[src/rtl/seq_threshold_neuron.sv]
// Sequential step-activation neuron. One weighted binary input is added per
// clock onto the bias. The result is z = (act >= 0).
// Optional feature macro: SEQ_NEURON_SATURATE_EN. When it is defined, each add
// saturates instead of wrapping.
//
// state | meaning
// ------+-------------------------------------------------------------
// IDLE  | ready for a vector; config writes are accepted
// ACC   | adding one weighted term per cycle, idx 0..N_IN-1
// DONE  | result presented; held until out_ready
module seq_threshold_neuron #(
   parameter int N_IN      = 2,
   parameter int W_WIDTH   = 8,
   parameter int ACC_WIDTH = 16
) (
   input  logic                          clk,
   input  logic                          rst_n,
   input  logic                          cfg_we,
   input  logic [$clog2(N_IN+1)-1:0]     cfg_addr,
   input  logic [W_WIDTH-1:0]            cfg_data,
   input  logic                          in_valid,
   output logic                          in_ready,
   input  logic [N_IN-1:0]               in_bits,
   output logic                          out_valid,
   input  logic                          out_ready,
   output logic                          out_z,
   output logic [ACC_WIDTH-1:0]          out_act
);

   localparam int AW    = $clog2(N_IN+1);
   localparam int IDX_W = (N_IN > 1) ? $clog2(N_IN) : 1;
   localparam logic [IDX_W-1:0] LAST_IDX = IDX_W'(N_IN-1);

   typedef enum logic [1:0] {IDLE, ACC, DONE} state_t;

   state_t state_q, state_d;

   logic signed [W_WIDTH-1:0]   weight_q [N_IN];
   logic signed [W_WIDTH-1:0]   bias_q;
   // Weights are masked by in_bits when a vector is accepted. A config write
   // on that same edge therefore cannot affect the vector that is in flight.
   logic signed [W_WIDTH-1:0]   sel_q    [N_IN];
   logic signed [ACC_WIDTH-1:0] acc_q;
   logic [IDX_W-1:0]            idx_q;

   logic signed [ACC_WIDTH-1:0] term;
   logic signed [ACC_WIDTH-1:0] sum;
   logic                        last_term;

   // State register
   always_ff @(posedge clk or negedge rst_n) begin
      if (!rst_n) state_q <= IDLE;
      else        state_q <= state_d;
   end

   // Next-state and handshake outputs
   always_comb begin
      state_d   = state_q;
      in_ready  = 1'b0;
      out_valid = 1'b0;
      case (state_q)
         IDLE: begin
            in_ready = 1'b1;
            if (in_valid) state_d = ACC;
         end
         ACC: begin
            if (last_term) state_d = DONE;
         end
         DONE: begin
            out_valid = 1'b1;
            if (out_ready) state_d = IDLE;
         end
         default: state_d = IDLE;
      endcase
   end

   assign last_term = (idx_q == LAST_IDX);

   // Current term, sign-extended, and the accumulate step (wrapping or saturating)
`ifdef SEQ_NEURON_SATURATE_EN
   logic [ACC_WIDTH:0] wide;
   always_comb begin
      term = ACC_WIDTH'(sel_q[idx_q]);
      wide = {acc_q[ACC_WIDTH-1], acc_q} + {term[ACC_WIDTH-1], term};
      sum  = wide[ACC_WIDTH-1:0];
      if (wide[ACC_WIDTH] != wide[ACC_WIDTH-1]) begin
         if (wide[ACC_WIDTH]) sum = {1'b1, {(ACC_WIDTH-1){1'b0}}};
         else                 sum = {1'b0, {(ACC_WIDTH-1){1'b1}}};
      end
   end
`else
   always_comb begin
      term = ACC_WIDTH'(sel_q[idx_q]);
      sum  = acc_q + term;
   end
`endif

   // Config registers, vector capture, accumulation and the registered result
   always_ff @(posedge clk or negedge rst_n) begin
      if (!rst_n) begin
         for (int i = 0; i < N_IN; i++) begin
            weight_q[i] <= '0;
            sel_q[i]    <= '0;
         end
         bias_q  <= '0;
         acc_q   <= '0;
         idx_q   <= '0;
         out_act <= '0;
         out_z   <= 1'b0;
      end else begin
         if (state_q == IDLE && cfg_we) begin
            if (cfg_addr == AW'(N_IN)) begin
               bias_q <= cfg_data;
            end else begin
               for (int i = 0; i < N_IN; i++)
                  if (cfg_addr == AW'(i)) weight_q[i] <= cfg_data;
            end
         end
         if (state_q == IDLE && in_valid) begin
            for (int i = 0; i < N_IN; i++)
               sel_q[i] <= in_bits[i] ? weight_q[i] : '0;
            acc_q <= ACC_WIDTH'(bias_q);
            idx_q <= '0;
         end
         if (state_q == ACC) begin
            acc_q <= sum;
            idx_q <= idx_q + IDX_W'(1);
            if (last_term) begin
               out_act <= sum;
               out_z   <= ~sum[ACC_WIDTH-1];
            end
         end
      end
   end

endmodule

[config.mk]
export PLATFORM = sky130hd
export DESIGN_NAME = seq_threshold_neuron
export DESIGN_NICKNAME = d
export VERILOG_FILES = /design/src/rtl/seq_threshold_neuron.sv
export SDC_FILE = /design/constraint.sdc
export NUM_CORES = 1
export LEC_CHECK = 0
export ABC_AREA = 1
export BUFFER_PORTS_ARGS = -buffer_cell sky130_fd_sc_hd__clkbuf_2
export CAP_MARGIN = 10
export CORE_ASPECT_RATIO = 1.75
export CORE_MARGIN = 4
export CORE_UTILIZATION = 50
export DETAILED_ROUTE_END_ITERATION = 16
export GPL_TIMING_DRIVEN = 0
export PLACE_DENSITY = 0.71
export SLEW_MARGIN = 20
export SYNTH_ARGS = -nofsm -noshare
export SYNTH_HDL_FRONTEND = slang
export SYNTH_SLANG_ARGS = --single-unit
export TNS_END_PERCENT = 5
[constraint.sdc]
create_clock -name clk -period 2.5 [get_ports clk]
set_clock_uncertainty 0.15 [all_clocks]
set_input_delay 0.375 -clock clk [delete_from_list [all_inputs] [get_ports clk]]
set_output_delay 0.375 -clock clk [all_outputs]
set_load 0.01 [all_outputs]
==> out/qor.yml, run 1 <==
p_leak_nw: 2.63
rsz0062_at_grt: "true"
routed-wl-met2_um: 5590
cts_tree: "done"
dpl_worst_slack_ns: -0.358
drive_gt1_frac: 0.189
synth-seq-cells: 76
critPathKind: "flip-flop to flip-flop"
finalHoldViolCount: 0
fin_nets: 608
syn_inst: 528
wl_per_cell_um: 14.3
final_cell_area_um2: 4840
met3WireLength_um: 270
rrSetupSlack_ns: 0.10
die_h_um: 129
total_power_mw: 6.91
grt_max_degree: 55
place_area_um2: 4510
clockRootBuffer: "clkbuf_16"
num_vias: 3424
synth-seq-area-share: 0.453
drtIter0Drc: 187
worst_pin_slew_ns: 0.412
floorplan.initialDensity: 0.508
wirelength_um: 9560
vias_per_cell: 5.11
r2r_start: "idx_q$_DFFE_PN0P_"
antenna_found_initial: 0
synthTopCellsByArea: "dfrtp_1 (45%), nand2_1 (18%), inv_1 (6.2%), nand3_1 (5.5%), o21ai_2 (5.0%)"
worstSetupStartpointType: "flip-flop"
cap_violations: 0
fmax_mhz: 417
core-area_um2: 8260
setup.worst_path.end_class: "flip-flop"
cp.arrival_ns: 2.47
grtUsageTotal: 0.212
path_max_fanout: 10
setup_viol: 0
final.setup.worst_slack_ns: 0.103
period_minus_slack_ns: 2.40
reg2reg_depth: 14
clkLatencyLatePin_ns: 0.33
cts_buffer_depth: 2
finalCritPeriodShare: 0.959
drv_slew: 0
yosysTopAreaCellShare: 0.453
clkTransAtPathRegs_ns: 0.05
grt-ovfl-total: 0
hpwl_um: 7510
worst_r2r_endpoint: "out_act[8]$_DFFE_PN0P_"
io_pins: 36
ant_nets: 0
globalplace.congestion: 0.896
netlist_area_um2: 4200
status: "complete, no violations"
slew_headroom: 0.725
synth.distinct_cells: 37
regArea_um2: 1900
row_count: 44
synth.largest_area_cell: "dfrtp_1"
ir_drop_uv: 737
die_area_um2: 9990
multiInputGateArea_um2: 1940
syn_nets: 561
htree_levels: 3
crit_end: "out_act[8]$_DFFE_PN0P_"
grt_pass1_vias: 3589
syn_avg_cell_area_um2: 7.95
syn_to_final_growth_pct: 15.2
cp-startpoint: "idx_q$_DFFE_PN0P_"
grt_pass1_wl_um: 16400
chipWidth_um: 77.3
min-delay-start: "out_ready"
routed.top_layer: "met4"
synth_warnings: 0
drc_errors: 0
numPortBuffers: 33
dr.pass1.iters: 4
drt-met1-wl_um: 3360
numCtsBuffers: 9
power_density_nw_per_um2: 1430
n_antenna_cell: 0
cp.required_ns: 2.57
hp-class: "input port to flip-flop"
clock-sinks: 76
fillers: 754
-- stage by stage --
step	util	TNS [ns]	instances	hold slack (ns)
CTS	0.583	0	669	0.0684
global placement	0.542	-1.78	653	0.311
global route	0.586	-0.0655	670	0.0654
finish	0.586	0	670	0.0764
floorplan	-	0	528	-0.0706
detailed placement	0.546	-2.34	654	0.182
-- state kept, by name (all words and copies together) (netlist names) --
name / flops
state_q: 2
out_z: 1
idx_q: 1
out_act: 16
sel_q: 16
bias_q: 8
weight_q: 16
acc_q: 16
-- kinds of logic after synthesis --
kind of cell,Yosys count,synth area share
AO/OA/AOI/OAI,66,0.103
AND/OR/NAND/NOR,278,0.291
flip-flops,76,0.453
XOR/XNOR,5,0.0104
adder cells (fa/ha/maj),16,0.0495
buffers and inverters,87,0.0930
-- worst min-delay path by stage --
stage | endpoint | slack, ns | depth (start not counted)
after floorplan | acc_q[0]$_DFFE_PN0P_ | -0.07 | 0
final | state_q[1]$_DFFE_PN0P_ | 0.08 | 2
after global routing | state_q[1]$_DFFE_PN0P_ | 0.07 | 2
after detailed placement | out_act[13]$_DFFE_PN0P_ | 0.18 | 1
after global placement | out_act[11]$_DFFE_PN0P_ | 0.31 | 2
after CTS | state_q[1]$_DFFE_PN0P_ | 0.07 | 2
-- layout by cell type, fill, tap and decap left out, types with 4 or more instances in the layout --
| cell | netlist | layout |
|---|---|---|
| nor2_1 | 11 | 11 |
| nand2_1 | 196 | 196 |
| buf_6 | 5 | 5 |
| a21oi_1 | 8 | 7 |
| o21ai_0 | 23 | 21 |
| o21ai_1 | 6 | 7 |
| ha_1 | 15 | 14 |
| nand3_2 | 3 | 5 |
| o21ai_2 | 24 | 24 |
| dfrtp_1 | 76 | 76 |
| inv_1 | 69 | 68 |
| clkbuf_2 | 1 | 32 |
| nand3_1 | 46 | 44 |
| clkbuf_16 | 0 | 9 |
| nand2_2 | 4 | 4 |
-- critical path, stage by stage (launching register included) --
cell and delay (ns):
dfrtp_1 0.35, buf_8 0.14, buf_8 0.13, nand2_1 0.06, o21ai_2 0.06, ha_2 0.21
inv_1 0.06, fa_2 0.36, inv_2 0.07, nand3_1 0.07, nand3_2 0.10, a21oi_1 0.10
or2_2 0.30, nand3_1 0.08, nand2_1 0.05
-- cell usage after synthesis, drive strengths merged --
cell and instances:
o21ai 53, nor3 3, clkbuf 2, nand2 203
a21oi 8, a22oi 1, xor2 3, nor3b 1
fa 1, inv 72, nand3 49, nand3b 3
dfrtp 76, o31ai 1, nor2 13, ha 15
buf 13, o211ai 2, xnor2 2, or2 5
nand4 1, o221ai 1
-- routing by layer --
metal  track usage  vias up
met5             0        -
met1         0.195     1593
met2         0.428       53
met4         0.104        0
li1              -     1754
met3        0.0438       24
-- area by class of cell --
class                      instances  area share
multi-input combinational        365       0.400
clock buffer                      12      0.0510
tap                               92      0.0238
buffer                            15      0.0287
sequential                        76       0.393
timing repair buffer              36      0.0440
clock inverter                     2     0.00259
inverter                          72      0.0564
-- report_power, final --
group          internal (mW)  switching [mW]  leakage, nW  total, mW
sequential              1.84           0.335        0.967       2.18
combinational           1.36            2.23         1.54       3.60
clock                  0.685           0.455        0.125       1.14
total                   3.89            3.02         2.63       6.91
-- what timing repair did --
item,in CTS,in global routing
buffers inserted,0,1
pin swaps,0,3
hold buffers,1,0
setup endpoints to repair,18,13
hold endpoints to repair,22,0
gates resized for setup,9,8
No activity file was read; power rests on OpenSTA's default activity.
==> inputs of run 2 (changes only) <==
- CORE_UTILIZATION: 50 -> 54
- PLACE_DENSITY: 0.71 -> not set
- PLACE_DENSITY_LB_ADDON: not set -> 0.1
==> out/qor.yml, run 2 (synthesized netlist as in run 1, its figures left out) <==
wirelength_um: 10300
p_comb_frac: 0.527
worstSetupStartpointType: "flip-flop"
drv_slew: 0
floorplan.initialDensity: 0.555
dr.pass1.iters: 4
grt_pass1_vias: 3578
numPortBuffers: 33
drive_gt1_frac: 0.213
fin_util: 0.664
wl_per_cell_um: 15.3
path_max_fanout: 9
seqPwrFrac: 0.295
power_density_nw_per_um2: 1480
period_minus_slack_ns: 2.46
numCtsBuffers: 9
worst_pin_slew_ns: 0.419
status: "complete, no violations"
rsz0062_at_grt: "true"
grt-ovfl-total: 0
clock-sinks: 76
io_pins: 36
grt_max_degree: 54
die_h_um: 125
drc_errors: 0
core-area_um2: 7570
fillers: 672
power_switching_mw: 3.18
n_antenna_cell: 0
globalplace.congestion: 0.933
cts_tree: "done"
htree_levels: 3
chipWidth_um: 74.7
cts_buffer_depth: 2
drtIter0Drc: 157
cap_violations: 0
grt_pass1_wl_um: 16800
fin_nets: 616
num_vias: 3482
critPathKind: "flip-flop to flip-flop"
ant_nets: 0
p_clk_frac: 0.177
dpl_worst_slack_ns: -0.382
layout_common_cells: "nand2_1 (195), dfrtp_1 (75), inv_1 (68)"
finalCritPeriodShare: 0.983
hpwl_um: 7640
hp-class: "input port to flip-flop"
setup_viol: 0
fmax_mhz: 407
p_leak_nw: 2.71
antenna_found_initial: 0
final.setup.worst_slack_ns: 0.0418
clockRootBuffer: "clkbuf_16"
grtUsageTotal: 0.238
finalHoldViolCount: 0
cp.arrival_ns: 2.54
internal-power_mw: 4.24
row_count: 42
die_area_um2: 9310
setup.worst_path.end_class: "flip-flop"
vias_per_cell: 5.16
cp.required_ns: 2.58
ir_drop_uv: 740
clkLatencyLatePin_ns: 0.34
clkTransAtPathRegs_ns: 0.06
final_common_cell: "nand2_1"
slew_headroom: 0.721
syn_to_final_growth_pct: 19.6
switching_share: 0.429
[run 2: cell types whose count changed in the layout (fill, tap and decap cells not counted), moves of 2 or more]
cell	change
nand3_1	-2
nand3_2	+2
buf_4	+4
clkbuf_16	+2
buf_12	+2
[run 2: metal layers]
metal | routed length [um] | GRT usage
met5 | 0 | 0
met1 | 3590 | 0.245
met4 | 484 | 0.118
met2 | 5950 | 0.436
met3 | 289 | 0.0428
[run 2: path summary, 6_finish.rpt]
path | slack, ns | from | end | depth (start not counted)
setup reg to reg | 0.04 | idx_q$_DFFE_PN0P_ | out_act[14]$_DFFE_PN0P_ | 11
max in group asynchronous | 1.25 | rst_n | idx_q$_DFFE_PN0P_ | 3
hold reg to reg | 0.32 | out_act[0]$_DFFE_PN0P_ | out_act[0]$_DFFE_PN0P_ | 2
hold / removal | 0.08 | out_ready | state_q[1]$_DFFE_PN0P_ | 2
setup / recovery | 0.04 | idx_q$_DFFE_PN0P_ | out_act[14]$_DFFE_PN0P_ | 11
min in group asynchronous | 0.37 | rst_n | acc_q[10]$_DFFE_PN0P_ | 2
[run 2: power groups by stage]
stage	Clock [mW]	Sequential [mW]	Combinational [mW]
detailed placement	0	2.19	3.50
CTS	1.34	2.18	3.59
finish	1.32	2.19	3.91
global route	1.40	2.26	4.40
global placement	0	2.17	3.42
floorplan	0	2.18	2.59
[run 2: repair_timing]
action                                 4_1_cts  5_1_grt
endpoints found under the hold margin       23        0
pin swaps                                    0        6
cloned                                       0        2
setup buffers                                0        7
hold buffers                                 1        0
resized for setup                            9       16
setup endpoints to repair                   23       15
[run 2: cell type report]
cell class                      count  area [um2]  share of cell area
Sequential cell                    76        1900               0.379
Clock inverter                      3        46.3             0.00922
Buffer                             15         139              0.0276
Multi-Input combinational cell    365        1960               0.391
Tap cell                           88         110              0.0219
Inverter                           72         273              0.0543
Clock buffer                       12         256              0.0511
Timing Repair Buffer               44         333              0.0663
[run 2: worst max-delay path, stage by stage, from the launching register on]
cell and delay, ns:
dfrtp_2 0.43, buf_12 0.13, clkbuf_16 0.15, o21ai_4 0.13
buf_12 0.14, ha_1 0.28, a21oi_1 0.22, nand2_1 0.13
a21oi_1 0.26, nand3_1 0.15, nand3_1 0.13, nand2_1 0.05
[run 2: through the flow]
| stage | instances | hold WS, ns | power, mW | setup TNS, ns | cell area, um2 |
|---|---|---|---|---|---|
| after floorplan | 528 | -0.0706 | 4.76 | 0 | 4200 |
| after global placement | 649 | 0.305 | 5.59 | -2.55 | 4470 |
| after detailed placement | 650 | 0.194 | 5.69 | -3.15 | 4500 |
| after CTS | 666 | 0.0741 | 7.11 | -0.0192 | 4850 |
| after global routing | 675 | 0.0848 | 8.06 | -0.0522 | 5020 |
| final | 675 | 0.0775 | 7.42 | 0 | 5020 |
